$ cat config.mk
export PLATFORM = sky130hd
export DESIGN_NAME = control_fsm
export DESIGN_NICKNAME = d
export VERILOG_FILES = /design/src/rtl/control_fsm.sv
export SDC_FILE = /design/constraint.sdc
export NUM_CORES = 1
export LEC_CHECK = 0
export CAP_MARGIN = 0
export CORE_AREA = 2 2 48 50
export CTS_BUF_LIST = sky130_fd_sc_hd__clkbuf_16
export DETAILED_ROUTE_END_ITERATION = 10
export DIE_AREA = 0 0 50 52
export PLACE_DENSITY = 0.82
export SLEW_MARGIN = 20
export SYNTH_ARGS = -nofsm -noshare
export SYNTH_HDL_FRONTEND = slang
export SYNTH_SLANG_ARGS = --single-unit
$ cat constraint.sdc
create_clock -name clk -period 6.2 [get_ports clk]
set_clock_uncertainty 0.15 [all_clocks]
set_input_delay 1.55 -clock clk [delete_from_list [all_inputs] [get_ports clk]]
set_output_delay 1.55 -clock clk [all_outputs]
set_load 0.02 [all_outputs]
$ cat src/rtl/control_fsm.sv
// Multicycle controller for the 16-bit CR16-style CPU: decodes IR and PSR flags into datapath controls.
// Optional WAIT/HALT support is enabled by defining CONTROL_FSM_HALT_EN.
module control_fsm #(
    parameter int SIZE = 16
) (
    input  logic            clk,
    input  logic            reset,
    input  logic [SIZE-1:0] instr,
    input  logic [1:0]      flags1,
    input  logic [2:0]      flags2,
    output logic            MemW1en,
    output logic            MemW2en,
    output logic            RFen,
    output logic            PSRen,
    output logic            PCen,
    output logic            INSTRen,
    output logic            Movm,
    output logic            A1m,
    output logic [1:0]      PCm,
    output logic [1:0]      A2m,
    output logic [1:0]      RWm,
    output logic [3:0]      aluOp
);

    typedef enum logic [2:0] {
        S_FETCH,
        S_FETCH2,
        S_DECODE,
        S_EXEC,
        S_LOAD_RD,
        S_LOAD_WB,
        S_HALT
    } state_t;

    state_t state_reg, state_next;

    logic [3:0] op, ext, cond, alu_code;
    logic       c_flag, f_flag, l_flag, n_flag, z_flag;
    logic       cond_true, is_imm, alu_valid;
    logic       unused_bits;

    assign op     = instr[15:12];
    assign cond   = instr[11:8];
    assign ext    = instr[7:4];
    assign c_flag = flags1[1];
    assign f_flag = flags1[0];
    assign l_flag = flags2[2];
    assign n_flag = flags2[1];
    assign z_flag = flags2[0];
    assign unused_bits = ^instr[3:0];

    assign MemW1en = 1'b0;

    always_comb begin
        cond_true = 1'b0;
        case (cond)
            4'h0: cond_true = z_flag;
            4'h1: cond_true = !z_flag;
            4'h2: cond_true = c_flag;
            4'h3: cond_true = !c_flag;
            4'h4: cond_true = l_flag;
            4'h5: cond_true = !l_flag;
            4'h6: cond_true = n_flag;
            4'h7: cond_true = !n_flag;
            4'h8: cond_true = f_flag;
            4'h9: cond_true = !f_flag;
            4'hA: cond_true = !l_flag && !z_flag;
            4'hB: cond_true = l_flag || z_flag;
            4'hC: cond_true = !n_flag && !z_flag;
            4'hD: cond_true = n_flag || z_flag;
            4'hE: cond_true = 1'b1;
            default: cond_true = 1'b0;
        endcase
    end

    // Register-register ALU ops use the ext field; the immediate forms reuse the same code as op.
    always_comb begin
        is_imm    = op inside {4'h1, 4'h2, 4'h3, 4'h5, 4'h9, 4'hB, 4'hD};
        alu_code  = (op == 4'h0) ? ext : op;
        alu_valid = is_imm ||
                    ((op == 4'h0) && (ext inside {4'h1, 4'h2, 4'h3, 4'h5, 4'h9, 4'hB, 4'hD}));
    end

    always_ff @(posedge clk) begin
        if (reset) begin
            state_reg <= S_FETCH;
        end else begin
            state_reg <= state_next;
        end
    end

    always_comb begin
        state_next = state_reg;
        MemW2en    = 1'b0;
        RFen       = 1'b0;
        PSRen      = 1'b0;
        PCen       = 1'b0;
        INSTRen    = 1'b0;
        Movm       = 1'b0;
        A1m        = 1'b0;
        PCm        = 2'd0;
        A2m        = 2'd0;
        RWm        = 2'd0;
        aluOp      = 4'd0;

        case (state_reg)
            S_FETCH: state_next = S_FETCH2;
            S_FETCH2: begin
                INSTRen    = 1'b1;
                state_next = S_DECODE;
            end
            S_DECODE: begin
                if (op == 4'h4 && ext == 4'h0) begin
                    state_next = S_LOAD_RD;
`ifdef CONTROL_FSM_HALT_EN
                end else if (instr == '0) begin
                    state_next = S_HALT;
`endif
                end else begin
                    state_next = S_EXEC;
                end
            end
            S_LOAD_RD: state_next = S_LOAD_WB;
            S_LOAD_WB: begin
                RWm        = 2'd0;
                RFen       = 1'b1;
                PCen       = 1'b1;
                state_next = S_FETCH;
            end
            S_EXEC: begin
                // Every executed instruction commits its PC update here; undefined ones are NOPs.
                PCen       = 1'b1;
                state_next = S_FETCH;
                if (alu_valid) begin
                    Movm = 1'b1;
                    RWm  = 2'd2;
                    A2m  = (op == 4'h0) ? 2'd0 : 2'd2;
                    case (alu_code)
                        4'h5: begin aluOp = 4'd3; RFen = 1'b1; PSRen = 1'b1; end
                        4'h9: begin aluOp = 4'd4; RFen = 1'b1; PSRen = 1'b1; end
                        4'hB: begin aluOp = 4'd5; PSRen = 1'b1; end
                        4'h1: begin aluOp = 4'd0; RFen = 1'b1; end
                        4'h2: begin aluOp = 4'd1; RFen = 1'b1; end
                        4'h3: begin aluOp = 4'd2; RFen = 1'b1; end
                        4'hD: begin Movm = 1'b0; RFen = 1'b1; end
                        default: ;
                    endcase
                end else begin
                    case (op)
                        4'h8: begin
                            if (ext == 4'h4 || ext == 4'h0 || ext == 4'h1) begin
                                Movm  = 1'b1;
                                RWm   = 2'd2;
                                aluOp = 4'd6;
                                RFen  = 1'b1;
                                A2m   = (ext == 4'h4) ? 2'd0 : 2'd1;
                            end
                        end
                        4'hF: begin
                            RWm  = 2'd3;
                            RFen = 1'b1;
                        end
                        4'h4: begin
                            case (ext)
                                4'h4: MemW2en = 1'b1;
                                4'h8: begin
                                    RWm  = 2'd1;
                                    RFen = 1'b1;
                                    PCm  = 2'd1;
                                end
                                4'hC: PCm = cond_true ? 2'd1 : 2'd0;
                                default: ;
                            endcase
                        end
                        4'hC: begin
                            A1m   = 1'b1;
                            A2m   = 2'd2;
                            aluOp = 4'd3;
                            PCm   = cond_true ? 2'd2 : 2'd0;
                        end
                        default: ;
                    endcase
                end
            end
            S_HALT: state_next = S_HALT;
            default: state_next = S_FETCH;
        endcase

        // Reset may land mid-instruction; suppress every write so no partial commit occurs.
        if (reset) begin
            MemW2en = 1'b0;
            RFen    = 1'b0;
            PSRen   = 1'b0;
            PCen    = 1'b0;
            INSTRen = 1'b0;
        end
    end

endmodule

==> impl_metrics.csv, run 1 <==
group,metric,value,unit
status,status,"finished, final reports clean",
power_and_ir_drop,power_density,147,nW/um2
worst_setup_path,critical_path.max_fanout,10,
clocking,clock_path_buffers,2,
clocking,clock_latency,0.23,ns
clocking,cts_resized,0,
sta,fin_crit_sh,90.3,%
sta,setup_violations,0,
worst_setup_path,worst_setup_path_end_kind,"output pin",
drt,drc_errors,0,
synthesis,yosysSeqAreaShare,6.92,%
sta,rsz0062_at_grt,"no",
floorplan,core,2110,um2
drt,first_iter_violations,47,
worst_setup_path,cp_data_arrival_time,3.90,ns
clocking,cts_made_buffers,3,
cells_and_area,fin_area,1280,um2
floorplan,io_pins,41,
floorplan,die_w,50,um
cells_and_area,largest_reg_flops,3,
synthesis,synth_top_area_share,6.92,%
global_route,grt.overflow.total,0,
floorplan,initial_core_util,41.2,%
drt,antenna_left,0,
synthesis,postSynthCellCount,129,
synthesis,yosys_warnings,0,
synthesis,syn_area_per_cell,6.73,um2
synthesis,ys_types,51,
synthesis,yosysTopAreaCell,"dfxtp_1",
place,port_buffers,34,
cells_and_area,drive_gt1_share,10.7,%
worst_setup_path,cp-start-kind,"input pin",
clocking,clock_sinks,3,
job,maxCapViolations,0,
clocking,post_cts_buffers,0,
synthesis,synth_edf_count,0,
cells_and_area,fin_nets,183,
global_route,grt_usage,22.2,%
cells_and_area,final_common_cell,"clkdlybuf4s50_1",
drt,wl_per_cell,14.8,um
clocking,cts_tree,"done",
synthesis,ys.flop_type,"dfxtp_1",
place,place_ws,0.609,ns
synthesis,ys_top_cells_by_area,"dfxtp_1 6.9%, a21oi_1 6.3%, nor2_1 5.6%, nor3_1 4.6%, nand2_1 4.3%",
sta,maxSlewViolCount,0,
place,place_area,1200,um2
worst_hold_path,min-delay-path-class,"register to register",
cells_and_area,n_antenna_cell,0,
cells_and_area,mostFrequentLayoutCells,"34 x clkdlybuf4s50_1, 13 x nor2_1, 11 x a21oi_1, 10 x nand2_1",
sta,finalWorstSetupSlack,0.602,ns
synthesis,ys_ff_latch,3,
global_route,antenna_found_initial,0,
drt,viasPerCell,5.95,
sta,fin_crit,5.60,ns
floorplan,std_cell_rows,17,
synthesis,ys_async_sr_fraction,0,%
synthesis,syn-cell-area,868,um2
power_and_ir_drop,ir_drop,0.000168,V
place,dp_hpwl,1.88,mm
place,place_congestion,0.916,
drt,firstDrtPassIters,4,
sta,finalSetupTns,0,ns
sta,achievable-frequency,179,MHz
floorplan,dieArea,2600,um2
power_and_ir_drop,p_leak,0.461,nW
global_route,first_global_vias,1054,
worst_setup_path,crit_type,"input pin to output pin",
worst_setup_path,cp.required,4.50,ns
sta,hold_viol,0,
clocking,cts_max_level,1,
clocking,root_buffer,"clkbuf_16",
cells_and_area,syn2layout_area_growth,47.6,%
clocking,clkTransAtPathRegs,0.03,ns
global_route,grt_pass1_wl,4.51,mm
floorplan,die_y,52,um
drt,vias,1113,
global_route,grt_max_degree,13,
clocking,hold_buffers,0,
drt,wl,2.77,mm
-- worst paths after layout --
| path | start | cells after the start | slack [ns] | to |
|---|---|---|---|---|
| worst min-delay path | state_reg[0] | 1 | 0.38 | state_reg[0] |
| worst min register to register | state_reg[0] | 1 | 0.38 | state_reg[0] |
| worst max register to register | state_reg[0] | 3 | 5.04 | state_reg[1] |
| worst max-delay path | instr[14] | 6 | 0.60 | PSRen |
-- per-layer routing --
layer	GRT usage (%)	routed length, um	vias to the layer above
met3	5.75	246	13
met1	22.9	1070	501
met5	0	0	-
met4	13.0	81	0
met2	40.4	1370	72
li1	-	-	527
-- Yosys cell counts, types with 2 or more instances --
master and instances:
a41oi_1 2, inv_1 7, o21ai_0 3, nand3_1 2
mux2i_1 2, a21oi_1 11, buf_4 3, buf_2 6
dfxtp_1 3, a31oi_1 5, xor2_1 4, clkbuf_1 2
nor2_1 13, or3_1 4, nand2_1 10, nor3b_1 2
nor2_2 2, nor4b_2 2, nor2b_1 3, and2_1 2
nand2b_1 4, nor3_1 8
-- cells by family (layout without fill, tap and decap cells) --
family / count (synthesis) / in the layout / synth area share [%]
muxes: 2 / 2 / 2.31
other: 1 / 2 / 0.432
DFF: 3 / 3 / 6.92
buffers and inverters: 18 / 47 / 9.94
xor gates and xnor gates: 4 / 4 / 4.03
AOI/OAI and AO/OA: 41 / 41 / 36.7
and+or+nand+nor: 60 / 60 / 39.6
-- per-stage QoR --
step	utilization, %	cells	total power [mW]	hold WS (ns)
5_1_grt	60.8	187	0.197	0.410
3_5_place_dp	57.1	183	0.0847	0.353
6_report	60.8	187	0.189	0.381
2_1_floorplan	-	130	0.0622	0.316
4_1_cts	60.8	187	0.188	0.374
3_3_place_gp	57.1	183	0.0832	0.345
-- area by class of cell --
cell class,count,area (um2)
fillers,187,825
multi-input cells,109,726
repair buffers,36,355
clock buffers,3,75.1
flip-flops and latches,3,60.1
well taps,28,35.0
inverters,7,26.3
clock inverters,1,3.75
-- where the power goes --
| group | total (mW) | internal (mW) | switching, mW |
|---|---|---|---|
| clock network | 0.102 | 0.0833 | 0.0191 |
| logic | 0.0644 | 0.0285 | 0.0359 |
| registers | 0.0222 | 0.0205 | 0.00168 |
| total | 0.189 | 0.132 | 0.0567 |
-- critical path: stages --
cell and delay [ns]:
clkdlybuf4s50_1 0.56, nor2_1 0.37, a41oi_1 0.23, a311o_1 0.39, a21boi_1 0.16, clkdlybuf4s50_1 0.62
(Power assumes the default switching activity.)
==> run 2, diff against run 1 <==
--- a/config.mk
+++ b/config.mk
@@ -5,12 +5,14 @@
 export SDC_FILE = /design/constraint.sdc
 export NUM_CORES = 1
 export LEC_CHECK = 0
+export ABC_AREA = 1
 export CAP_MARGIN = 0
 export CORE_AREA = 2 2 48 50
 export CTS_BUF_LIST = sky130_fd_sc_hd__clkbuf_16
 export DETAILED_ROUTE_END_ITERATION = 10
 export DIE_AREA = 0 0 50 52
 export PLACE_DENSITY = 0.82
+export REMOVE_ABC_BUFFERS = 1
 export SLEW_MARGIN = 20
 export SYNTH_ARGS = -nofsm -noshare
 export SYNTH_HDL_FRONTEND = slang
==> impl_metrics.csv, run 2 <==
group,metric,value,unit
drt,drc_errors,0,
synthesis,ys_top_cells_by_area,"nand2_1 21%, inv_1 16%, nand3_1 11%, nor2_1 9.4%, dfxtp_1 6.9%",
power_and_ir_drop,p_clk_share,55.7,%
synthesis,syn-cell-area,876,um2
cells_and_area,drive_gt1_share,8.61,%
cells_and_area,mostFrequentLayoutCells,"49 x nand2_1, 39 x inv_1, 34 x clkdlybuf4s50_1, 22 x nor2_1, 19 x nand3_1",
power_and_ir_drop,switchingPower,0.0571,mW
cells_and_area,final_common_cell,"nand2_1",
drt,first_iter_violations,32,
power_and_ir_drop,power_density,142,nW/um2
synthesis,ys_types,29,
power_and_ir_drop,comb_power_share,32.8,%
sta,finalWorstSetupSlack,0.928,ns
clocking,hold_buffers,0,
clocking,post_cts_buffers,0,
global_route,grt_max_degree,9,
cells_and_area,post-route-util,62.1,%
drt,wl,2.59,mm
drt,viasPerCell,4.97,
worst_setup_path,path_cells,"clkdlybuf4s50_1 > nor2_1 > nand2_2 > inv_1 > nand4_4 > nand3_1 > nand2_1 > a31oi_1 > clkdlybuf4s50_1",
synthesis,synthTopCellsByCount,"49 x nand2_1, 38 x inv_1, 22 x nor2_1, 19 x nand3_1, 5 x a21oi_1",
synthesis,postSynthCellCount,173,
sta,fin_crit_sh,85.0,%
sta,achievable-frequency,190,MHz
sta,maxSlewViolCount,0,
worst_setup_path,crit_type,"input pin to output pin",
worst_setup_path,cp.required,4.50,ns
global_route,grt_pass1_wl,4.15,mm
worst_setup_path,worst_setup_path_end_kind,"output pin",
synthesis,yosysSeqAreaShare,6.86,%
cells_and_area,syn2layout_area_growth,49.3,%
sta,hold_viol,0,
clocking,clkTransAtPathRegs,0.03,ns
synthesis,ys_ff_latch,3,
synthesis,syn_area_per_cell,5.06,um2
place,port_buffers,34,
worst_setup_path,cpPeakStageDelay,0.63,ns
floorplan,dieArea,2600,um2
power_and_ir_drop,ir_drop,0.000293,V
global_route,grt.overflow.total,0,
worst_setup_path,crit_buf_inv,3,
synthesis,yosys_warnings,0,
worst_setup_path,cp_data_arrival_time,3.57,ns
sta,setup_violations,0,
cells_and_area,fin_area,1310,um2
clocking,cts_made_buffers,3,
clocking,clock_sinks,3,
place,place_congestion,0.852,
global_route,first_global_vias,1072,
synthesis,ys.flop_type,"dfxtp_1",
clocking,clock_path_buffers,2,
floorplan,std_cell_rows,17,
worst_setup_path,worst_path_max_delay_cell,"clkdlybuf4s50_1",
place,place_area,1230,um2
floorplan,die_w,50,um
power_and_ir_drop,sw_frac_of_total,30.7,%
cells_and_area,largest_reg_flops,3,
drt,firstDrtPassIters,4,
clocking,clock_latency,0.23,ns
floorplan,die_y,52,um
floorplan,initial_core_util,41.6,%
cells_and_area,fin_nets,233,
synthesis,synth_top_area_share,21.0,%
worst_setup_path,cp-start-kind,"input pin",
synthesis,synth_edf_count,0,
global_route,grt_usage,20.3,%
power_and_ir_drop,p_int,0.129,mW
clocking,cts_resized,0,
sta,fin_crit,5.27,ns
worst_setup_path,critical_path.max_fanout,5,
sta,rsz0062_at_grt,"no",
power_and_ir_drop,p_leak,0.690,nW
drt,antenna_left,0,
job,maxCapViolations,0,
worst_hold_path,min-delay-path-class,"register to register",
cells_and_area,n_antenna_cell,0,
clocking,root_buffer,"clkbuf_16",
floorplan,io_pins,41,
worst_setup_path,cp_common_cell,"clkdlybuf4s50_1",
power_and_ir_drop,seqPwrFrac,11.5,%
worst_setup_path,critPathTopFamily,"buffers and inverters",
synthesis,synth_most_common_cell,"nand2_1",
floorplan,core,2110,um2
clocking,cts_max_level,1,
place,dp_hpwl,2.06,mm
synthesis,yosysTopAreaCell,"nand2_1",
sta,finalSetupTns,0,ns
status,status,"finished, final reports clean",
synthesis,ys_async_sr_fraction,0,%
global_route,antenna_found_initial,0,
drt,wl_per_cell,10.9,um
clocking,cts_tree,"done",
drt,vias,1179,
place,place_ws,0.932,ns
[run 2: final cells by class]
class | count | area (um2)
clock buffer | 3 | 75.1
clock inverter | 1 | 3.75
fill | 187 | 798
inverter | 41 | 154
multi-input combinational | 127 | 639
sequential | 3 | 60.1
tap | 28 | 35.0
timing repair buffer | 34 | 340
[run 2: worst reg2reg max path, stage by stage (launching register included)]
cell	delay [ns]
dfxtp_1	0.36
nor2_1	0.14
inv_1	0.08
and3_1	0.17
[run 2: cells by family (layout without fill, tap and decap cells)]
family | Yosys count | count (layout) | synth area share (%)
and+or+nand+nor | 106 | 106 | 57.7
buffers and inverters | 44 | 79 | 20.6
AOI/OAI and AO/OA | 19 | 19 | 14.4
DFF | 3 | 3 | 6.86
other | 1 | 2 | 0.428
[run 2: power groups by stage]
stage	Combinational [mW]	Sequential, mW	Clock, mW
detailed placement	0.0601	0.0216	0
floorplan	0.0353	0.0214	0
global placement	0.0579	0.0215	0
CTS	0.0607	0.0213	0.104
finish	0.0611	0.0214	0.104
global route	0.0676	0.0214	0.105
[run 2: final timing paths]
| kind | from | endpoint | slack, ns | depth (start not counted) |
|---|---|---|---|---|
| hold reg to reg | state_reg[1] | state_reg[0] | 0.36 | 1 |
| hold / removal | state_reg[1] | state_reg[0] | 0.36 | 1 |
| setup reg to reg | state_reg[2] | state_reg[2] | 5.19 | 3 |
| setup / recovery | instr[15] | Movm | 0.93 | 9 |
[run 2: through the flow]
step | cells | hold WS, ns | total power [mW]
global placement | 233 | 0.334 | 0.0793
finish | 237 | 0.358 | 0.186
floorplan | 171 | 0.314 | 0.0567
global route | 237 | 0.393 | 0.194
CTS | 237 | 0.353 | 0.186
detailed placement | 233 | 0.359 | 0.0816
[run 2: layer usage]
metal  vias to the layer above  GRT usage (%)  share of wire, %
met5                         -              0                 0
met2                        39           42.3                53
li1                        606              -                 -
met1                       526           19.7                41
met4                         0           7.87               2.1
met3                         8           2.87               3.9
==> RTL edit 1 (config.mk and constraints of run 1) <==
Re-encode `state_t` (7 states) as Gray code, 3 bits wide.
--- a/src/rtl/control_fsm.sv
+++ b/src/rtl/control_fsm.sv
@@ -23,13 +23,13 @@
 );
 
     typedef enum logic [2:0] {
-        S_FETCH,
-        S_FETCH2,
-        S_DECODE,
-        S_EXEC,
-        S_LOAD_RD,
-        S_LOAD_WB,
-        S_HALT
+        S_FETCH   = 3'b000,
+        S_FETCH2  = 3'b001,
+        S_DECODE  = 3'b011,
+        S_EXEC    = 3'b010,
+        S_LOAD_RD = 3'b110,
+        S_LOAD_WB = 3'b111,
+        S_HALT    = 3'b101
     } state_t;
 
     state_t state_reg, state_next;
Formal check against the unedited RTL: no difference found for any inputs over 10 cycles, from zero or initial values and one cycle with reset high; not proved beyond that.
==> RTL edit 1 against run 1 <==
- count of clock-buffer cells in the layout stayed put
- via count fell by 6.1%
- sequential cell count unchanged
- total power decreased by 0.49%
- maximum frequency is essentially flat
- final area fell by 1.7%
- setup slack worse by 2.7 ps
- routed wire length decreased by 6.4%
- non-clock buffer count shrank 1
- die area did not move
- final cell count fell by 2.7%
- synthesized area increased by 2.2%
- largest cell class unchanged
- largest power group unchanged
==> RTL edit 1: results (changes against run 1) <==
[critical_path]
worstReg2RegEnd = state_reg[2]
cpLargestDelayFamily = buffers and inverters
r2r_slack_ps = 4930  ; -110 ps
crit_fanout = 15  ; +5
arrival_ps = 3900  ; about the same
reg2reg_depth = 4  ; +1
crit_end = aluOp[2]
cpPeakStageDelay_ps = 700  ; +80 ps
startpoint = instr[15]

[global_route]
grt_max_degree = 16  ; +3
use_met2 = 0.3684  ; -0.03509
grt_pass1_vias = 961  ; -8.8%
antenna_found_initial = 0  ; unchanged
gr-usage-met3 = 0.03161  ; -0.02586
grt_use_total = 0.2096  ; -0.01246
grtUsageMet1 = 0.2504  ; +0.02166
grt_pass1_wl_um = 4312  ; -4.4%

[job]
drv_cap = 0  ; unchanged

[placement]
dp_worst_setup_slack_ps = 627.5  ; +18.61 ps
port_buffers = 34  ; unchanged
place.gp.congestion = 0.9082  ; -0.80%
placed_cell_area_mm2 = 0.001181  ; -1.8%
dpl.hpwl_um = 1908  ; +1.3%

[clock_network]
clk_path_buf_depth = 2  ; unchanged
cts_root_buffer = clkbuf_16
cts_resized = 0  ; unchanged
cts_setup_buffers = 0  ; unchanged
clock_latency_ps = 220

[worst_hold_path]
min-delay-start = state_reg[2]

[layout]
fillers = 192  ; +2.7%
largest_register_ffs = 3  ; unchanged
n_antenna_cell = 0  ; unchanged
drive_gt1_frac = 0.1169  ; +0.009965

[route]
firstDrtPassIters = 4  ; unchanged
wl_um = 2589  ; -6.4%
via_per_inst = 5.742  ; -3.5%
routedWlPerCell_um = 14.23  ; -3.8%
drtIter0Drc = 27  ; -43%

[synth]
synth_seq_area_share = 0.06770  ; -0.001463
synth_common_cells = 9 x a21oi_1, 9 x nand2_1, 9 x nor2_1
ys_top_cells_by_area = dfxtp_1 6.8%, a21oi_1 5.1%, buf_6 5.1%
syn-instance-count = 126  ; -2.3%
ys_types = 51  ; unchanged
async_flop_share = 0  ; unchanged

[sta]
worst_pin_slew_ps = 581.5
finalCritPeriodShare = 0.9033  ; about the same

[power]
p_leak_nw = 0.4540  ; -1.6%
vdd_ir_drop_max_v = 0.0001812  ; +7.7%

[outcome]
run_status = completed

RTL edit 1: cell count changes after synthesis, moves of 3 or more:
cell,run 1,this run
nand4_1,1,4
or3_1,4,1
nand3_1,2,5
buf_6,0,4
nor2_1,13,9
nor3_1,8,3
inv_1,7,3
RTL edit 1: cells by family (layout without fill, tap and decap cells):
kind of cell | count (synthesis) | count (layout) | synth area share
compound gates | 40 | 40 | 0.3399
simple gates | 58 | 58 | 0.3921
flops | 3 | 3 | 0.06770
mux | 1 | 1 | 0.01128
other cells | 1 | 2 | 0.004227
buf+inv | 17 | 44 | 0.1255
xor+xnor | 6 | 6 | 0.05924
RTL edit 1: report_power, final:
group / internal, mW / switching [mW]
registers: 0.0203 / 0.00176
logic: 0.0291 / 0.0356
clock network: 0.0832 / 0.0180
total: 0.133 / 0.0554
RTL edit 1: routing by layer:
| layer | vias up | wire length [um] |
|---|---|---|
| met3 | 8 | 139 |
| met2 | 39 | 1312 |
| met4 | 0 | 74 |
| met1 | 476 | 1062 |
| met5 | - | 0 |
| li1 | 522 | - |
RTL edit 1: layout make-up:
class | instances | area (um2) | area share
inverter | 5 | 18.77 | 0.01490
timing repair buffer | 35 | 347.8 | 0.2761
sequential | 3 | 60.06 | 0.04767
multi-input combinational | 107 | 719.4 | 0.5710
clock buffer | 3 | 75.07 | 0.05958
tap | 28 | 35.03 | 0.02781
clock inverter | 1 | 3.754 | 0.002979
RTL edit 1: worst min path at each step:
stage                   endpoint  slack (ps)  cells past startpoint
finish              state_reg[2]         400                      2
global route        state_reg[2]         440                      2
CTS                 state_reg[2]         400                      2
detailed placement  state_reg[2]         390                      2
global placement    state_reg[2]         380                      2
floorplan           state_reg[2]         340                      2
==> RTL edit 2 (flow settings as in run 1) <==
Without the edit above. The option `CONTROL_FSM_HALT_EN` is turned on by a define.
--- a/src/rtl/control_fsm.sv
+++ b/src/rtl/control_fsm.sv
@@ -1,5 +1,7 @@
 // Multicycle controller for the 16-bit CR16-style CPU: decodes IR and PSR flags into datapath controls.
 // Optional WAIT/HALT support is enabled by defining CONTROL_FSM_HALT_EN.
+`define CONTROL_FSM_HALT_EN
+
 module control_fsm #(
     parameter int SIZE = 16
 ) (
Function: changed (Yosys sat finds a counterexample within 4 cycles, from zero or initial values and one cycle with reset high).
==> RTL edit 2 against run 1 <==
- synthesized area shrank 4.8%
- via count shrank 5.5%
- total power shrank 3.1%
- routed wire length shrank 10%
- sequential cell count is the same
- sequential share of layout area grew 0.12 points
- setup slack lost 66 ps
- final area shrank 2.5%
- non-clock buffer count grew 3
- die area is the same
- sequential power shrank 3%
- largest cell class unchanged
- largest power group unchanged
==> RTL edit 2: results (changes against run 1) <==
[layout]
drive_gt1_frac = 0.06918  ; -0.03774

[worst_hold_path]
min-delay-start = state_reg[1]

[placement]
dpl.hpwl_um = 1840  ; -2.3%
placed_cell_area_mm2 = 0.001170  ; -2.7%
place.gp.congestion = 0.8473  ; -7.4%
port_buffers = 38  ; +12%

[synth]
ys_types = 41  ; -20%
synth_xor_area_frac = 0.04236  ; +0.002014
syn_area_per_cell_um2 = 6.461  ; -4.0%
synth_compound_area_frac = 0.3283  ; -0.03914
muxShareOfSynthArea = 0.02421  ; +0.001151

[route]
wl_um = 2488  ; -10%
drtIter0Drc = 40  ; -15%

[critical_path]
crit_fanout = 13  ; +3
arrival_ps = 3960  ; +60 ps
cpPeakStageDelay_ps = 750  ; +130 ps
reg2reg_from = state_reg[2]
r2r_slack_ps = 5120  ; +80 ps

[power]
p_leak_nw = 0.4304  ; -6.7%
cell_internal_pwr_mw = 0.1325  ; +0.18%
vdd_ir_drop_max_v = 0.0002286  ; +36%

[global_route]
grt_pass1_vias = 995  ; -5.6%
grt_max_degree = 14  ; +1
grt_use_total = 0.1968  ; -0.02526
grt_pass1_wl_um = 4133  ; -8.4%

[outcome]
run_status = completed

[sta]
post-route-min-period_ps = 5664  ; +65.71 ps
holdWs_ps = 379.4  ; -1.194 ps

## RTL edit 2: cell count changes after synthesis, sizes merged, moves of 2 or more
cell,delta
a41o,+2
or3,-4
a41oi,-2
xnor2,+2
inv,-4
buf,+2
a2111oi,+3
xor2,-2
a21oi,-3
or2,+2
nor2,+8
nor2b,-3
nand2,+2
## RTL edit 2: worst max path at each step
stage,start,endpoint
after detailed placement,instr[13],Movm
after CTS,instr[13],Movm
after global routing,instr[13],Movm
final,instr[13],Movm
after global placement,instr[13],aluOp[2]
after floorplan,instr[13],A2m[1]
## RTL edit 2: layout make-up
type	count	area, um2
tap	28	35.03
clock buffer	3	75.07
inverter	3	11.26
timing repair buffer	39	387.9
sequential	3	60.06
fill	184	857.1
multi-input combinational	110	675.6
clock inverter	1	3.754
## RTL edit 2: per-layer routing
metal | vias up | wire, um | track usage
met3 | 2 | 151 | 0.02874
met1 | 477 | 1034 | 0.2280
met2 | 51 | 1280 | 0.3596
met5 | - | 0 | 0
met4 | 0 | 21 | 0.07870
li1 | 522 | - | -
## RTL edit 2: power groups by stage
stage / Clock, mW / Sequential [mW] / Combinational (mW)
4_1_cts: 0.101 / 0.0216 / 0.0606
3_3_place_gp: 0 / 0.0218 / 0.0585
5_1_grt: 0.103 / 0.0218 / 0.0665
6_report: 0.100 / 0.0216 / 0.0609
3_5_place_dp: 0 / 0.0218 / 0.0601
2_1_floorplan: 0 / 0.0216 / 0.0389
## RTL edit 2: logic make-up after synthesis
group / count (synthesis)
buffers and inverters: 16
other: 1
AO/OA/AOI/OAI: 37
AND/OR/NAND/NOR: 65
multiplexers: 2
XOR/XNOR: 4
flip-flops: 3
## RTL edit 2: worst max-delay path: cells and delay by family
kind	cells	cell delay (ps)
compound gates	3	560
simple gates	2	490
buf+inv	2	1370
